**src/rtl/lsu_pkg.sv**
```systemverilog
// Shared types and constants for the LSU arbiter slice.
// Holds the RV32 load/store funct3 encodings, requester ids and the request payload.
package lsu_pkg;

  localparam logic [2:0] LB  = 3'b000;
  localparam logic [2:0] LH  = 3'b001;
  localparam logic [2:0] LW  = 3'b010;
  localparam logic [2:0] LBU = 3'b100;
  localparam logic [2:0] LHU = 3'b101;
  localparam logic [2:0] SB  = 3'b000;
  localparam logic [2:0] SH  = 3'b001;
  localparam logic [2:0] SW  = 3'b010;

  typedef enum logic {
    REQ_CORE = 1'b0,
    REQ_DMA  = 1'b1
  } req_id_e;

  typedef struct packed {
    logic        we;
    logic [2:0]  funct3;
    logic [31:0] addr;
    logic [31:0] wdata;
  } lsu_req_t;

  // A request expects load data back only when it is not a store.
  function automatic logic is_load_req(input lsu_req_t req);
    return !req.we;
  endfunction

endpackage

```
**src/rtl/lsu_arb_resp_pipe.sv**
```systemverilog
// Response tracker for the LSU arbiter: remembers which requester owns each
// issued access and whether it was a load, delayed by RD_LAT cycles so the
// tag lines up with the LSU read data.
module lsu_arb_resp_pipe
  import lsu_pkg::*;
#(
  parameter int RD_LAT = 1
) (
  input  logic    clk_i,
  input  logic    rst_ni,
  input  logic    valid_i,
  input  req_id_e owner_i,
  input  logic    is_load_i,
  output logic    valid_o,
  output req_id_e owner_o,
  output logic    is_load_o
);

  if (RD_LAT == 0) begin : g_comb
    // Zero latency: the response belongs to the access issued this cycle.
    assign valid_o   = valid_i & rst_ni;
    assign owner_o   = owner_i;
    assign is_load_o = is_load_i;
  end else begin : g_reg
    logic    valid_q;
    req_id_e owner_q;
    logic    isLoad_q;

    // One-deep tag stage; reset drops any access still waiting for its data.
    always_ff @(posedge clk_i or negedge rst_ni) begin
      if (!rst_ni) begin
        valid_q  <= 1'b0;
        owner_q  <= REQ_CORE;
        isLoad_q <= 1'b0;
      end else begin
        valid_q  <= valid_i;
        owner_q  <= owner_i;
        isLoad_q <= is_load_i;
      end
    end

    assign valid_o   = valid_q;
    assign owner_o   = owner_q;
    assign is_load_o = isLoad_q;
  end

endmodule

```
**src/rtl/lsu_arbiter.sv**
```systemverilog
// Two-master arbiter in front of a single LSU port (m0 = core, m1 = DMA/loader).
// Grants are combinational in the request cycle; responses return RD_LAT cycles later.
// Default build: m0 priority with a starvation guard for m1 (STARVE_LIM).
// Define LSU_ARB_RR_EN to switch to plain round-robin arbitration instead.
module lsu_arbiter
  import lsu_pkg::*;
#(
  parameter int STARVE_LIM = 8,
  parameter int RD_LAT     = 1
) (
  input  logic        clk_i,
  input  logic        rst_ni,
  input  logic        m0_req_i,
  input  logic        m0_we_i,
  input  logic [2:0]  m0_funct3_i,
  input  logic [31:0] m0_addr_i,
  input  logic [31:0] m0_wdata_i,
  output logic        m0_gnt_o,
  output logic        m0_rvalid_o,
  output logic [31:0] m0_rdata_o,
  input  logic        m1_req_i,
  input  logic        m1_we_i,
  input  logic [2:0]  m1_funct3_i,
  input  logic [31:0] m1_addr_i,
  input  logic [31:0] m1_wdata_i,
  output logic        m1_gnt_o,
  output logic        m1_rvalid_o,
  output logic [31:0] m1_rdata_o,
  output logic        lsu_wren_o,
  output logic [2:0]  lsu_funct3_o,
  output logic [31:0] lsu_addr_o,
  output logic [31:0] lsu_st_data_o,
  input  logic [31:0] lsu_ld_data_i
);

  lsu_req_t m0Req;
  lsu_req_t m1Req;
  lsu_req_t selReq;
  logic     m1Wins;
  logic     m0Gnt;
  logic     m1Gnt;
  req_id_e  gntId;
  logic     respValid;
  req_id_e  respOwner;
  logic     respIsLoad;

  assign m0Req = '{we: m0_we_i, funct3: m0_funct3_i, addr: m0_addr_i, wdata: m0_wdata_i};
  assign m1Req = '{we: m1_we_i, funct3: m1_funct3_i, addr: m1_addr_i, wdata: m1_wdata_i};

`ifdef LSU_ARB_RR_EN
  req_id_e lastGnt_q;
  req_id_e lastGnt_d;

  // On contention the requester that did not win last time goes next.
  assign m1Wins = (lastGnt_q == REQ_CORE);

  // Track who was granted most recently; idle cycles leave it unchanged.
  always_comb begin
    lastGnt_d = lastGnt_q;
    if (m0Gnt) lastGnt_d = REQ_CORE;
    if (m1Gnt) lastGnt_d = REQ_DMA;
  end

  // Pointer starts at m1 so the first contended cycle goes to m0.
  always_ff @(posedge clk_i or negedge rst_ni) begin
    if (!rst_ni) lastGnt_q <= REQ_DMA;
    else         lastGnt_q <= lastGnt_d;
  end
`else
  localparam logic [7:0] StarveLimC = 8'(STARVE_LIM);

  logic [7:0] waitCnt_q;
  logic [7:0] waitCnt_d;

  // m1 overrides core priority once it has waited long enough.
  assign m1Wins = (waitCnt_q >= StarveLimC);

  // Count consecutive cycles m1 is held off; saturate instead of wrapping.
  always_comb begin
    waitCnt_d = 8'd0;
    if (m1_req_i && !m1Gnt) begin
      waitCnt_d = (waitCnt_q == 8'hFF) ? waitCnt_q : waitCnt_q + 8'd1;
    end
  end

  // Wait counter register.
  always_ff @(posedge clk_i or negedge rst_ni) begin
    if (!rst_ni) waitCnt_q <= 8'd0;
    else         waitCnt_q <= waitCnt_d;
  end
`endif

  // Pick at most one winner; nothing is granted while reset is held.
  always_comb begin
    m0Gnt = 1'b0;
    m1Gnt = 1'b0;
    if (rst_ni) begin
      if (m0_req_i && m1_req_i) begin
        m1Gnt = m1Wins;
        m0Gnt = !m1Wins;
      end else begin
        m0Gnt = m0_req_i;
        m1Gnt = m1_req_i;
      end
    end
  end

  // Route the winner's payload to the LSU; an idle port drives all zeros.
  always_comb begin
    selReq = '0;
    gntId  = REQ_CORE;
    if (m1Gnt) begin
      selReq = m1Req;
      gntId  = REQ_DMA;
    end else if (m0Gnt) begin
      selReq = m0Req;
    end
  end

  assign m0_gnt_o      = m0Gnt;
  assign m1_gnt_o      = m1Gnt;
  assign lsu_wren_o    = selReq.we;
  assign lsu_funct3_o  = selReq.funct3;
  assign lsu_addr_o    = selReq.addr;
  assign lsu_st_data_o = selReq.wdata;

  lsu_arb_resp_pipe #(
    .RD_LAT (RD_LAT)
  ) u_resp_pipe (
    .clk_i     (clk_i),
    .rst_ni    (rst_ni),
    .valid_i   (m0Gnt | m1Gnt),
    .owner_i   (gntId),
    .is_load_i (is_load_req(selReq)),
    .valid_o   (respValid),
    .owner_o   (respOwner),
    .is_load_o (respIsLoad)
  );

  assign m0_rvalid_o = rst_ni & respValid & (respOwner == REQ_CORE);
  assign m1_rvalid_o = rst_ni & respValid & (respOwner == REQ_DMA);
  assign m0_rdata_o  = (m0_rvalid_o && respIsLoad) ? lsu_ld_data_i : 32'd0;
  assign m1_rdata_o  = (m1_rvalid_o && respIsLoad) ? lsu_ld_data_i : 32'd0;

endmodule

```
**config.mk**
```make
export PLATFORM = sky130hd
export DESIGN_NAME = lsu_arbiter
export DESIGN_NICKNAME = d
export VERILOG_FILES = /design/src/rtl/lsu_pkg.sv /design/src/rtl/lsu_arb_resp_pipe.sv /design/src/rtl/lsu_arbiter.sv
export SDC_FILE = /design/constraint.sdc
export NUM_CORES = 1
export LEC_CHECK = 0
export CORE_AREA = 5 5 117 119
export DETAILED_ROUTE_END_ITERATION = 8
export DIE_AREA = 0 0 122 124
export GPL_ROUTABILITY_DRIVEN = 0
export GPL_TIMING_DRIVEN = 0
export REMOVE_ABC_BUFFERS = 1
export SYNTH_ARGS = -nofsm -noshare
export SYNTH_HDL_FRONTEND = slang
export SYNTH_HIERARCHICAL = 1
export SYNTH_SLANG_ARGS = --single-unit
```
**constraint.sdc**
```tcl
create_clock -name clk_i -period 2.3 [get_ports clk_i]
set_clock_uncertainty 0.15 [all_clocks]
set_input_delay 0.23 -clock clk_i [delete_from_list [all_inputs] [get_ports clk_i]]
set_output_delay 0.23 -clock clk_i [all_outputs]
set_load 0.01 [all_outputs]
```
==> impl_metrics.yaml <==
outcome:
  status: "complete, but fails checks"
  violations: "setup timing"
floorplan:
  fp.dieArea_um2: 15100
  area_of_the_core_um2: 12500
  chipHeight_um: 124
  floorplan.rows: 41
  die_w_um: 122
  boundaryPins: 308
  initial_core_util_pct: 15.0
final_layout:
  area_growth_syn_to_layout_pct: 197
  antenna_cells: 0
  sequential_cell_area_um2: 283
  post_route_cells_drive_above_1_share_pct: 26.3
  final_core_occ_pct: 44.7
  fillCellCount: 1232
  finalNetCount: 734
  final_cell_area_um2: 5570
  area_taken_by_multi_input_logic_gates_um2: 1510
detailed_routing:
  detail_route.first_pass.iterations: 5
  route.detailed.wl_per_inst_um: 22.0
  vias_per_cell: 4.81
  postRouteAntennaNets: 0
  detailedRoute.firstIterationViolations: 174
  drc_violations_left: 0
  via_count: 3519
  wirelength_mm: 16.1
logic_synthesis:
  syn-instance-count: 230
  synth_simple_gate_area_share_pct: 30.8
  ys_ff_latch: 11
  postSynthAreaPerCell_um2: 8.14
  synth-xor-area-share_pct: 0
  synth_top_cell_area_share_pct: 36.3
  synth_fa_ha_area_share_pct: 1.34
  yosys.area.top_type: "sky130_fd_sc_hd__a32o_1"
  ys_async_sr_fraction_pct: 100
  ys_top_cells_by_area: "sky130_fd_sc_hd__a32o_1, sky130_fd_sc_hd__dfrtp_1, sky130_fd_sc_hd__and2_1, sky130_fd_sc_hd__and3_1, sky130_fd_sc_hd__buf_6"
  yosys-mux-area-fraction_pct: 0
  synth-warning-count: 6
  dominant_combinational_cell_family_by_area_after_synthesis: "compound AO/OA/AOI/OAI gates"
  complex_gate_fraction_of_the_synthesized_area_pct: 42.8
  synth_cell_types: 27
  synth-main-ff-cell: "sky130_fd_sc_hd__dfrtp_1"
  mappedNetlistArea_um2: 1870
  number_of_synthesized_flops_with_an_enable_pin: 0
  synth-seq-area-share_pct: 14.7
worst_setup_path:
  worst_ep_required_time_ns: 1.92
  critPathLaunchType: "flop"
  arrival_ns: 2.13
  critical_path.max_fanout: 5
  worst-r2r-setup-slack_ns: 0.28
  endpoint_kind: "primary output"
  worstSetupPathType: "reg2out"
min_path:
  hold_class: "in2reg"
grt:
  grt_max_degree: 57
  antenna_violations_before_repair: 0
  grt.total_usage_pct: 18.4
  grt_pass1_vias: 3556
  global_route.overflow_total: 0
  grt_pass1_wl_mm: 21.4
sta:
  layout_setup_ws_ns: -0.205
  max_slew.worst_pin.slew_ns: 0.851
  setup_violations: 61
  relSlewSlack_pct: 42.5
  slew_violations: 0
  finalHoldViolations: 0
  timing.final.crit_period_ns: 2.51
  whs_ns: 0.135
  timing.fmax_ghz: 0.399
  rsz_0062_raised_after_global_routing: "yes"
  final_min_period_over_clock_period_pct: 109
clock_network:
  cts_tree: "built"
  cts.sink_count: 11
  worst_setup_hold_path_clk_slew_ns: 0.04
  cts_root_buf: "sky130_fd_sc_hd__clkbuf_16"
  number_of_levels_the_h_tree_was_split_into: 1
  clock_latency_on_the_worst_skew_pair_ns: 0.24
  cts_buffers: 3
  cts_max_path_buffers: 2
placed_design:
  dpl-instance-area_um2: 5070
  port_buffers: 307
  detailedPlacementHpwl_mm: 11.0
  preCtsSetupSlack_ns: -1.28
flow_run:
  max_cap_violations: 0
power:
  leakagePower_nw: 2.62
  proportion_of_power_drawn_by_the_clock_network_pct: 25.1
  peakVddDrop_mv: 0.188
  p_seq_share_pct: 16.9
  p_comb_share_pct: 58.0
  cellInternalPower_mw: 0.900
  switching_share_pct: 28.7
  power.density_cell_area_nw_per_um2: 227
  netSwitchingPower_mw: 0.362
  total_power_mw: 1.26
flip-flops by register name, indices dropped and copies added (netlist names):
register	cells
waitCnt_q	8
u_resp_pipe/is_load_o	1
u_resp_pipe/owner_o	1
u_resp_pipe/valid_o	1
layer usage:
| layer | part of all wire [%] | vias to the layer above | global-route usage (%) |
|---|---|---|---|
| met4 | 1.7 | 0 | 3.43 |
| met1 | 38 | 1638 | 21.3 |
| li1 | - | 1615 | - |
| met5 | 0 | - | 0 |
| met2 | 51 | 245 | 34.2 |
| met3 | 10 | 21 | 4.90 |
placed cells by master, fill, tap and decap left out, types with 5 or more instances in the layout:
cell type                         count
sky130_fd_sc_hd__buf_2               57
sky130_fd_sc_hd__clkbuf_16            5
sky130_fd_sc_hd__a32o_2               9
sky130_fd_sc_hd__and2_1              33
sky130_fd_sc_hd__and3_1              34
sky130_fd_sc_hd__buf_4               23
sky130_fd_sc_hd__a32o_1              59
sky130_fd_sc_hd__clkdlybuf4s50_1    222
sky130_fd_sc_hd__buf_16               5
sky130_fd_sc_hd__dfrtp_1              7
sky130_fd_sc_hd__dlymetal6s2s_1      13
sky130_fd_sc_hd__buf_6               24
sky130_fd_sc_hd__buf_12               7
path summary, 6_finish.rpt:
| check | from | end | cells past startpoint |
|---|---|---|---|
| min in group asynchronous | rst_ni | waitCnt_q[7] | 2 |
| worst max-delay path | waitCnt_q[5] | lsu_addr_o[14] | 7 |
| max in group asynchronous | rst_ni | u_resp_pipe/is_load_o | 2 |
| worst min-delay path | rst_ni | u_resp_pipe/valid_o | 2 |
| worst min register to register | waitCnt_q[0] | waitCnt_q[0] | 2 |
| worst max register to register | waitCnt_q[5] | u_resp_pipe/is_load_o | 6 |
worst max-delay path: stages, from the launching register on:
cell and delay, ns:
sky130_fd_sc_hd__dfrtp_2 0.40, sky130_fd_sc_hd__or4_4 0.57, sky130_fd_sc_hd__o21ai_4 0.20, sky130_fd_sc_hd__buf_12 0.15, sky130_fd_sc_hd__buf_12 0.13, sky130_fd_sc_hd__clkbuf_16 0.15
sky130_fd_sc_hd__a32o_1 0.15, sky130_fd_sc_hd__buf_2 0.13
final cells by class:
type                       count  share of cell area (%)
multi-input combinational    185                    27.2
inverter                       3                   0.202
timing repair buffer         356                    62.3
clock buffer                   4                    1.41
tap                          172                    3.86
sequential                    11                    5.08
synthesized netlist by cell type (3+ instances only):
| master | number |
|---|---|
| sky130_fd_sc_hd__a32o_1 | 68 |
| sky130_fd_sc_hd__and2_1 | 35 |
| sky130_fd_sc_hd__and3_1 | 35 |
| sky130_fd_sc_hd__clkbuf_1 | 23 |
| sky130_fd_sc_hd__dfrtp_1 | 11 |
| sky130_fd_sc_hd__buf_6 | 8 |
| sky130_fd_sc_hd__nor2_1 | 6 |
| sky130_fd_sc_hd__a211oi_1 | 4 |
| sky130_fd_sc_hd__nand2_1 | 4 |
| sky130_fd_sc_hd__nand3_1 | 4 |
| sky130_fd_sc_hd__a21oi_1 | 3 |
| sky130_fd_sc_hd__a31oi_1 | 3 |
| sky130_fd_sc_hd__inv_1 | 3 |
| sky130_fd_sc_hd__o21ai_0 | 3 |
power by group through the flow:
stage | registers, mW | logic, mW | clock network (mW)
2_1_floorplan | 0.215 | 0.194 | 0
3_3_place_gp | 0.220 | 0.734 | 0
3_5_place_dp | 0.221 | 0.740 | 0
4_1_cts | 0.212 | 0.714 | 0.318
5_1_grt | 0.214 | 0.777 | 0.332
6_report | 0.213 | 0.732 | 0.317
cells by family (layout without fill, tap and decap cells):
family | count (synthesis) | in the layout
compound gates | 85 | 87
fa+ha+maj | 2 | 2
buf+inv | 36 | 363
flops | 11 | 11
simple gates | 96 | 96
through the flow:
stage               std cells  TNS [ns]
detailed placement        680   -140.36
global placement          676   -401.16
floorplan                 197   -146.70
global route              731    -12.38
finish                    731     -9.14
CTS                       723     -7.36
what timing repair did:
item                                   CTS  global route
setup buffers                           31             6
endpoints found under the hold margin   11             0
pin swaps                               22            46
gates cloned                             8             4
gates resized for setup                325            44
setup endpoints to repair              137            73
hold buffers                             1             0
Note: power is estimated with default switching activity, not from simulation.
